==> src/rtl/mem_arb_pkg.sv <==
`default_nettype none
// +--------------------------------------------------------------------+
// | Module  : mem_arb_pkg                                               |
// | Purpose : Shared types and RISC-V load/store funct3 encodings for   |
// |           the data-RAM arbiter.                                     |
// | Ports   : none (package)                                            |
// | Revision: 1.0 - initial release                                     |
// +--------------------------------------------------------------------+
package mem_arb_pkg;

   typedef enum logic [1:0] {
      IDLE   = 2'd0,
      ACCESS = 2'd1,
      RESP   = 2'd2
   } state_t;

   localparam logic [2:0] F3_B  = 3'b000;
   localparam logic [2:0] F3_H  = 3'b001;
   localparam logic [2:0] F3_W  = 3'b010;
   localparam logic [2:0] F3_BU = 3'b100;
   localparam logic [2:0] F3_HU = 3'b101;

endpackage
`default_nettype wire

==> src/rtl/load_extend.sv <==
`default_nettype none
// +--------------------------------------------------------------------+
// | Module  : load_extend                                               |
// | Purpose : Combinational load-data extraction with sign/zero         |
// |           extension, plus funct3 legality and alignment checking.   |
// | Ports   : we_i       - access is a store (restricts legal funct3)   |
// |           funct3_i   - RISC-V load/store funct3                      |
// |           addr_lo_i  - byte offset within the word                  |
// |           word_i     - RAM read word                                |
// |           data_o     - extended load data (0 for stores/errors)     |
// |           err_o      - illegal funct3 or misaligned access          |
// | Revision: 1.0 - initial release                                     |
// +--------------------------------------------------------------------+
module load_extend
   import mem_arb_pkg::*;
(
   input  logic        we_i,
   input  logic [2:0]  funct3_i,
   input  logic [1:0]  addr_lo_i,
   input  logic [31:0] word_i,
   output logic [31:0] data_o,
   output logic        err_o
);

   logic [7:0]  w_byte;
   logic [15:0] w_half;

   always_comb begin
      w_byte = 8'h00;
      case (addr_lo_i)
         2'd0:    w_byte = word_i[7:0];
         2'd1:    w_byte = word_i[15:8];
         2'd2:    w_byte = word_i[23:16];
         default: w_byte = word_i[31:24];
      endcase
      w_half = addr_lo_i[1] ? word_i[31:16] : word_i[15:0];
   end

   always_comb begin
      data_o = 32'h0;
      err_o  = 1'b0;
      case (funct3_i)
         F3_B:  data_o = {{24{w_byte[7]}}, w_byte};
         F3_H: begin
            err_o  = addr_lo_i[0];
            data_o = {{16{w_half[15]}}, w_half};
         end
         F3_W: begin
            err_o  = |addr_lo_i;
            data_o = word_i;
         end
         // Unsigned variants exist only for loads
         F3_BU: begin
            err_o  = we_i;
            data_o = {24'h0, w_byte};
         end
         F3_HU: begin
            err_o  = we_i | addr_lo_i[0];
            data_o = {16'h0, w_half};
         end
         default: err_o = 1'b1;
      endcase
      if (err_o || we_i) begin
         data_o = 32'h0;
      end
   end

endmodule
`default_nettype wire

==> src/rtl/mem_arbiter.sv <==
`default_nettype none
// +--------------------------------------------------------------------+
// | Module  : mem_arbiter                                               |
// | Purpose : Round-robin two-port arbiter/sequencer in front of the    |
// |           shared data RAM. One transaction per 3 cycles:            |
// |           IDLE (grant) -> ACCESS (RAM cycle) -> RESP (rvalid).      |
// | Ports   : clk, reset           - clock, sync active-high reset      |
// |           mN_req/we/funct3/addr/wdata - port N request fields       |
// |           mN_gnt               - combinational accept pulse         |
// |           mN_rvalid/rdata/err  - one-cycle response                 |
// |           ram_we/funct3/addr/wdata, ram_rdata - RAM interface       |
// | Revision: 1.0 - initial release                                     |
// +--------------------------------------------------------------------+
module mem_arbiter
   import mem_arb_pkg::*;
#(
   parameter int DEPTH_WORDS = 128,
   parameter int AW          = 32
) (
   input  logic          clk,
   input  logic          reset,
   input  logic          m0_req,
   input  logic          m0_we,
   input  logic [2:0]    m0_funct3,
   input  logic [AW-1:0] m0_addr,
   input  logic [31:0]   m0_wdata,
   output logic          m0_gnt,
   output logic          m0_rvalid,
   output logic [31:0]   m0_rdata,
   output logic          m0_err,
   input  logic          m1_req,
   input  logic          m1_we,
   input  logic [2:0]    m1_funct3,
   input  logic [AW-1:0] m1_addr,
   input  logic [31:0]   m1_wdata,
   output logic          m1_gnt,
   output logic          m1_rvalid,
   output logic [31:0]   m1_rdata,
   output logic          m1_err,
   output logic          ram_we,
   output logic [2:0]    ram_funct3,
   output logic [AW-1:0] ram_addr,
   output logic [31:0]   ram_wdata,
   input  logic [31:0]   ram_rdata
);

   localparam logic [AW-3:0] c_DEPTH = (AW-2)'(DEPTH_WORDS);

   state_t        state_q;
   logic          last_owner_q;
   logic          owner_q;
   logic          we_q;
   logic [2:0]    funct3_q;
   logic [AW-1:0] addr_q;
   logic [31:0]   wdata_q;
   logic [31:0]   rdata_q;
   logic          err_q;
   logic          rvalid0_q;
   logic          rvalid1_q;

   logic          w_idle;
   logic          w_gnt0;
   logic          w_gnt1;
   logic [31:0]   w_ext_data;
   logic          w_ext_err;
   logic          w_range_err;
   logic          w_err;

   // Tie goes to the port that did not win last time
   assign w_idle = (state_q == IDLE) && !reset;
   assign w_gnt0 = w_idle && m0_req && (!m1_req || last_owner_q);
   assign w_gnt1 = w_idle && m1_req && (!m0_req || !last_owner_q);
   assign m0_gnt = w_gnt0;
   assign m1_gnt = w_gnt1;

   load_extend u_load_extend (
      .we_i      (we_q),
      .funct3_i  (funct3_q),
      .addr_lo_i (addr_q[1:0]),
      .word_i    (ram_rdata),
      .data_o    (w_ext_data),
      .err_o     (w_ext_err)
   );

   assign w_range_err = (addr_q[AW-1:2] >= c_DEPTH);
   assign w_err       = w_ext_err || w_range_err;

   // RAM fields always reflect the latched request; only the write strobe
   // is qualified, and reset kills it even mid-ACCESS.
   assign ram_we     = (state_q == ACCESS) && we_q && !w_err && !reset;
   assign ram_funct3 = funct3_q;
   assign ram_addr   = addr_q;
   assign ram_wdata  = wdata_q;

   assign m0_rvalid = rvalid0_q;
   assign m1_rvalid = rvalid1_q;
   assign m0_rdata  = rvalid0_q ? rdata_q : 32'h0;
   assign m1_rdata  = rvalid1_q ? rdata_q : 32'h0;
   assign m0_err    = rvalid0_q & err_q;
   assign m1_err    = rvalid1_q & err_q;

   always_ff @(posedge clk) begin
      if (reset) begin
         state_q      <= IDLE;
         last_owner_q <= 1'b1;
         owner_q      <= 1'b0;
         we_q         <= 1'b0;
         funct3_q     <= 3'b000;
         addr_q       <= '0;
         wdata_q      <= 32'h0;
         rdata_q      <= 32'h0;
         err_q        <= 1'b0;
         rvalid0_q    <= 1'b0;
         rvalid1_q    <= 1'b0;
      end else begin
         rvalid0_q <= 1'b0;
         rvalid1_q <= 1'b0;
         case (state_q)
            IDLE: begin
               if (w_gnt0 || w_gnt1) begin
                  owner_q      <= w_gnt1;
                  last_owner_q <= w_gnt1;
                  we_q         <= w_gnt1 ? m1_we     : m0_we;
                  funct3_q     <= w_gnt1 ? m1_funct3 : m0_funct3;
                  addr_q       <= w_gnt1 ? m1_addr   : m0_addr;
                  wdata_q      <= w_gnt1 ? m1_wdata  : m0_wdata;
                  state_q      <= ACCESS;
               end
            end
            ACCESS: begin
               rdata_q   <= w_err ? 32'h0 : w_ext_data;
               err_q     <= w_err;
               rvalid0_q <= !owner_q;
               rvalid1_q <= owner_q;
               state_q   <= RESP;
            end
            RESP:    state_q <= IDLE;
            default: state_q <= IDLE;
         endcase
      end
   end

endmodule
`default_nettype wire
==> config.mk <==
export PLATFORM = sky130hd
export DESIGN_NAME = mem_arbiter
export DESIGN_NICKNAME = d
export VERILOG_FILES = /design/src/rtl/mem_arb_pkg.sv /design/src/rtl/load_extend.sv /design/src/rtl/mem_arbiter.sv
export SDC_FILE = /design/constraint.sdc
export NUM_CORES = 1
export LEC_CHECK = 0
export ABC_AREA = 1
export BUFFER_PORTS_ARGS = -buffer_cell sky130_fd_sc_hd__buf_2
export CAP_MARGIN = 0
export CORE_MARGIN = 4
export CORE_UTILIZATION = 43
export CTS_BUF_LIST = sky130_fd_sc_hd__clkbuf_4 sky130_fd_sc_hd__clkbuf_8
export CTS_CLUSTER_DIAMETER = 80
export DETAILED_ROUTE_END_ITERATION = 8
export PLACE_DENSITY = 0.79
export SYNTH_ARGS = -nofsm -noshare
export SYNTH_HDL_FRONTEND = slang
export SYNTH_SLANG_ARGS = --single-unit
==> constraint.sdc <==
create_clock -name clk -period 1.45 [get_ports clk]
set_input_delay 0.145 -clock clk [delete_from_list [all_inputs] [get_ports clk]]
set_output_delay 0.145 -clock clk [all_outputs]
set_load 0.01 [all_outputs]
==> flow_summary.json <==
{
  "cts-root-buf": "clkbuf_8",
  "ir_drop_mv": 0.577,
  "cts_max_path_buffers": 2,
  "path_class": "register to primary output",
  "synth_nets": 1158,
  "start_kind": "register",
  "tightest_slew_ps": 358,
  "drtAntennaViolNets": 0,
  "leakage_nw": 5.41,
  "grt_pass1_vias": 7688,
  "wl_um": 28100,
  "grt_usage_pct": 29.0,
  "ys.flop_type": "dfxtp_1",
  "synth_edf_count": 0,
  "setup_viol": 104,
  "ys_warn_count": 0,
  "routabilityCongestion": 0.929,
  "htreeDepth": 3,
  "vias_per_cell": 5.45,
  "reg2reg_depth": 9,
  "run_status": "finished, violations left",
  "ios": 310,
  "worst-path-max-fanout": 3,
  "cap_violations": 0,
  "design.core.area_mm2": 0.0139,
  "yosysUniqueCellTypes": 29,
  "clock_latency_ps": 390,
  "multi_input_area_mm2": 0.00340,
  "syn_area_per_cell_um2": 6.18,
  "syn_area_mm2": 0.00609,
  "synthCells": 986,
  "yosysSeqAreaShare_pct": 35.2,
  "grt_max_degree": 61,
  "synthTopCellsByArea": "dfxtp_1, nand2_1, inv_1, a31oi_1, o21ai_0",
  "drive_above_1_share_pct": 36.9,
  "fill_cells": 1052,
  "fin_total_pwr_w": 0.00837,
  "cts_tree": "done",
  "grt_pass1_wl_um": 38000,
  "num_vias": 8536,
  "synth.largest_area_cell": "dfxtp_1",
  "dpl_cell_area_mm2": 0.00800,
  "drt_pre_antenna_iters": 6,
  "violations": "setup timing",
  "cts_buffers": 9,
  "clkTransAtPathRegs_ps": 110,
  "dieWidth_um": 127,
  "register_area_mm2": 0.00216,
  "yosys_register_bits": 107,
  "fin_crit_ps": 1830,
  "synthArstFlopShare_pct": 0,
  "grt-ovfl-total": 0,
  "whs_path_depth": 3,
  "num_rows": 43,
  "slew_headroom_pct": 76.1,
  "end_kind": "primary output",
  "setup_ws_ps": -381,
  "final_cell_area_mm2": 0.00983,
  "slew_viol_final": 0,
  "wl_per_cell_um": 17.9,
  "antenna_found_initial": 1,
  "clock-sinks": 107,
  "grt_setup_unrepaired": "yes",
  "fp.dieH_um": 127,
  "min-delay-path-class": "input pin to register",
  "fin_skew_ps": 14.8,
  "pre_cts_slack_ps": -62.7,
  "synthToLayoutAreaGrowth_pct": 61.4,
  "final_nets": 1551,
  "io_buffers": 309,
  "drc": 0,
  "post-route-period-util_pct": 126,
  "powerDensity_mw_per_mm2": 852,
  "drt_iter0_markers": 820,
  "required_ps": 1310,
  "fin_util_pct": 70.8,
  "hpwlAfterDp_um": 16400,
  "die-area_mm2": 0.0161,
  "initial_utilization_pct": 43.9,
  "final_common_cell": "nand2_1",
  "arrival_ps": 1690,
  "synth_top_area_share_pct": 35.2,
  "fmax_mhz": 546,
  "mostFrequentLayoutCells": "nand2_1, buf_2, inv_1, dfxtp_1, a31oi_1",
  "final-hold-violation-count": 0
}
## synth_stat cells (5+ instances only)
master and number:
nand3_1 30, a21oi_1 41, buf_2 29, nor2_1 44, dfxtp_1 107, inv_1 118
o21ai_0 79, nand2_1 361, inv_2 5, clkbuf_1 35, nor2_2 12, nand4_1 31
a31oi_1 68
## metal layers
| metal | wire [um] | global-route usage, % | share of wire (%) |
|---|---|---|---|
| met5 | 0 | 0 | 0 |
| met4 | 2330 | 18.8 | 8.3 |
| met3 | 2720 | 5.89 | 9.7 |
| met2 | 13600 | 50.3 | 49 |
| met1 | 9400 | 32.1 | 33 |
## sequential cells by signal, summed over array words and instances (netlist names)
| name | count |
|---|---|
| err_q | 1 |
| last_owner_q | 1 |
| m0_rvalid | 1 |
| m1_rvalid | 1 |
| owner_q | 1 |
| ram_addr | 32 |
| ram_funct3 | 3 |
| ram_wdata | 32 |
| rdata_q | 32 |
| state_q | 2 |
| we_q | 1 |
## timing repair
item                                   CTS  global route
gates resized for setup                 55           123
endpoints found under the hold margin   37             0
cloned                                   6            20
setup buffers                           12            10
hold buffers                            50             0
pin swaps                               17            11
setup endpoints to repair               64           132
## through the flow
step / TNS (ps) / instances / hold slack (ps)
after floorplan: -14.2 / 986 / 298
after detailed placement: -617 / 1452 / 415
after CTS: -1870 / 1535 / 0.627
after global placement: -52.9 / 1452 / 404
final: -15550 / 1566 / 8.88
after global routing: -22340 / 1565 / 9.22
## critical path, cell delays in order (launching register included)
cell and delay, ps:
dfxtp_1 360, nor2_1 140, nand2_1 80, nor2_2 140, nand3b_1 140, nor2_4 140
and3_4 200, buf_6 100
## path summary, 6_finish.rpt
check                     from      endpoint  slack [ps]
setup reg to reg  ram_addr[18]   rdata_q[28]        -240
hold / removal     m0_wdata[7]  ram_wdata[7]           9
setup / recovery  ram_addr[18]        ram_we        -380
hold reg to reg        owner_q     m0_rvalid         430
## where the power goes
| group | switching, W | internal [W] | total, W |
|---|---|---|---|
| registers | 0.000188 | 0.00318 | 0.00337 |
| clock network | 0.00115 | 0.000651 | 0.00180 |
| logic | 0.00177 | 0.00144 | 0.00321 |
## area by class of cell
| cell class | count | share of cell area [%] |
|---|---|---|
| Clock buffer | 9 | 1.26 |
| Sequential cell | 107 | 22.0 |
| Clock inverter | 7 | 0.623 |
| Multi-Input combinational cell | 686 | 34.6 |
| Timing Repair Buffer | 451 | 34.4 |
| Inverter | 124 | 4.81 |
| Tap cell | 180 | 2.29 |
| Antenna cell | 2 | 0.0509 |
## kinds of logic after synthesis
logic type             count (synthesis)  synth area share, %
AND/OR/NAND/NOR                      492                 34.1
buffers and inverters                196                 13.6
AO/OA/AOI/OAI                        191                 17.2
flip-flops                           107                 35.2
(Power assumes the default switching activity.)
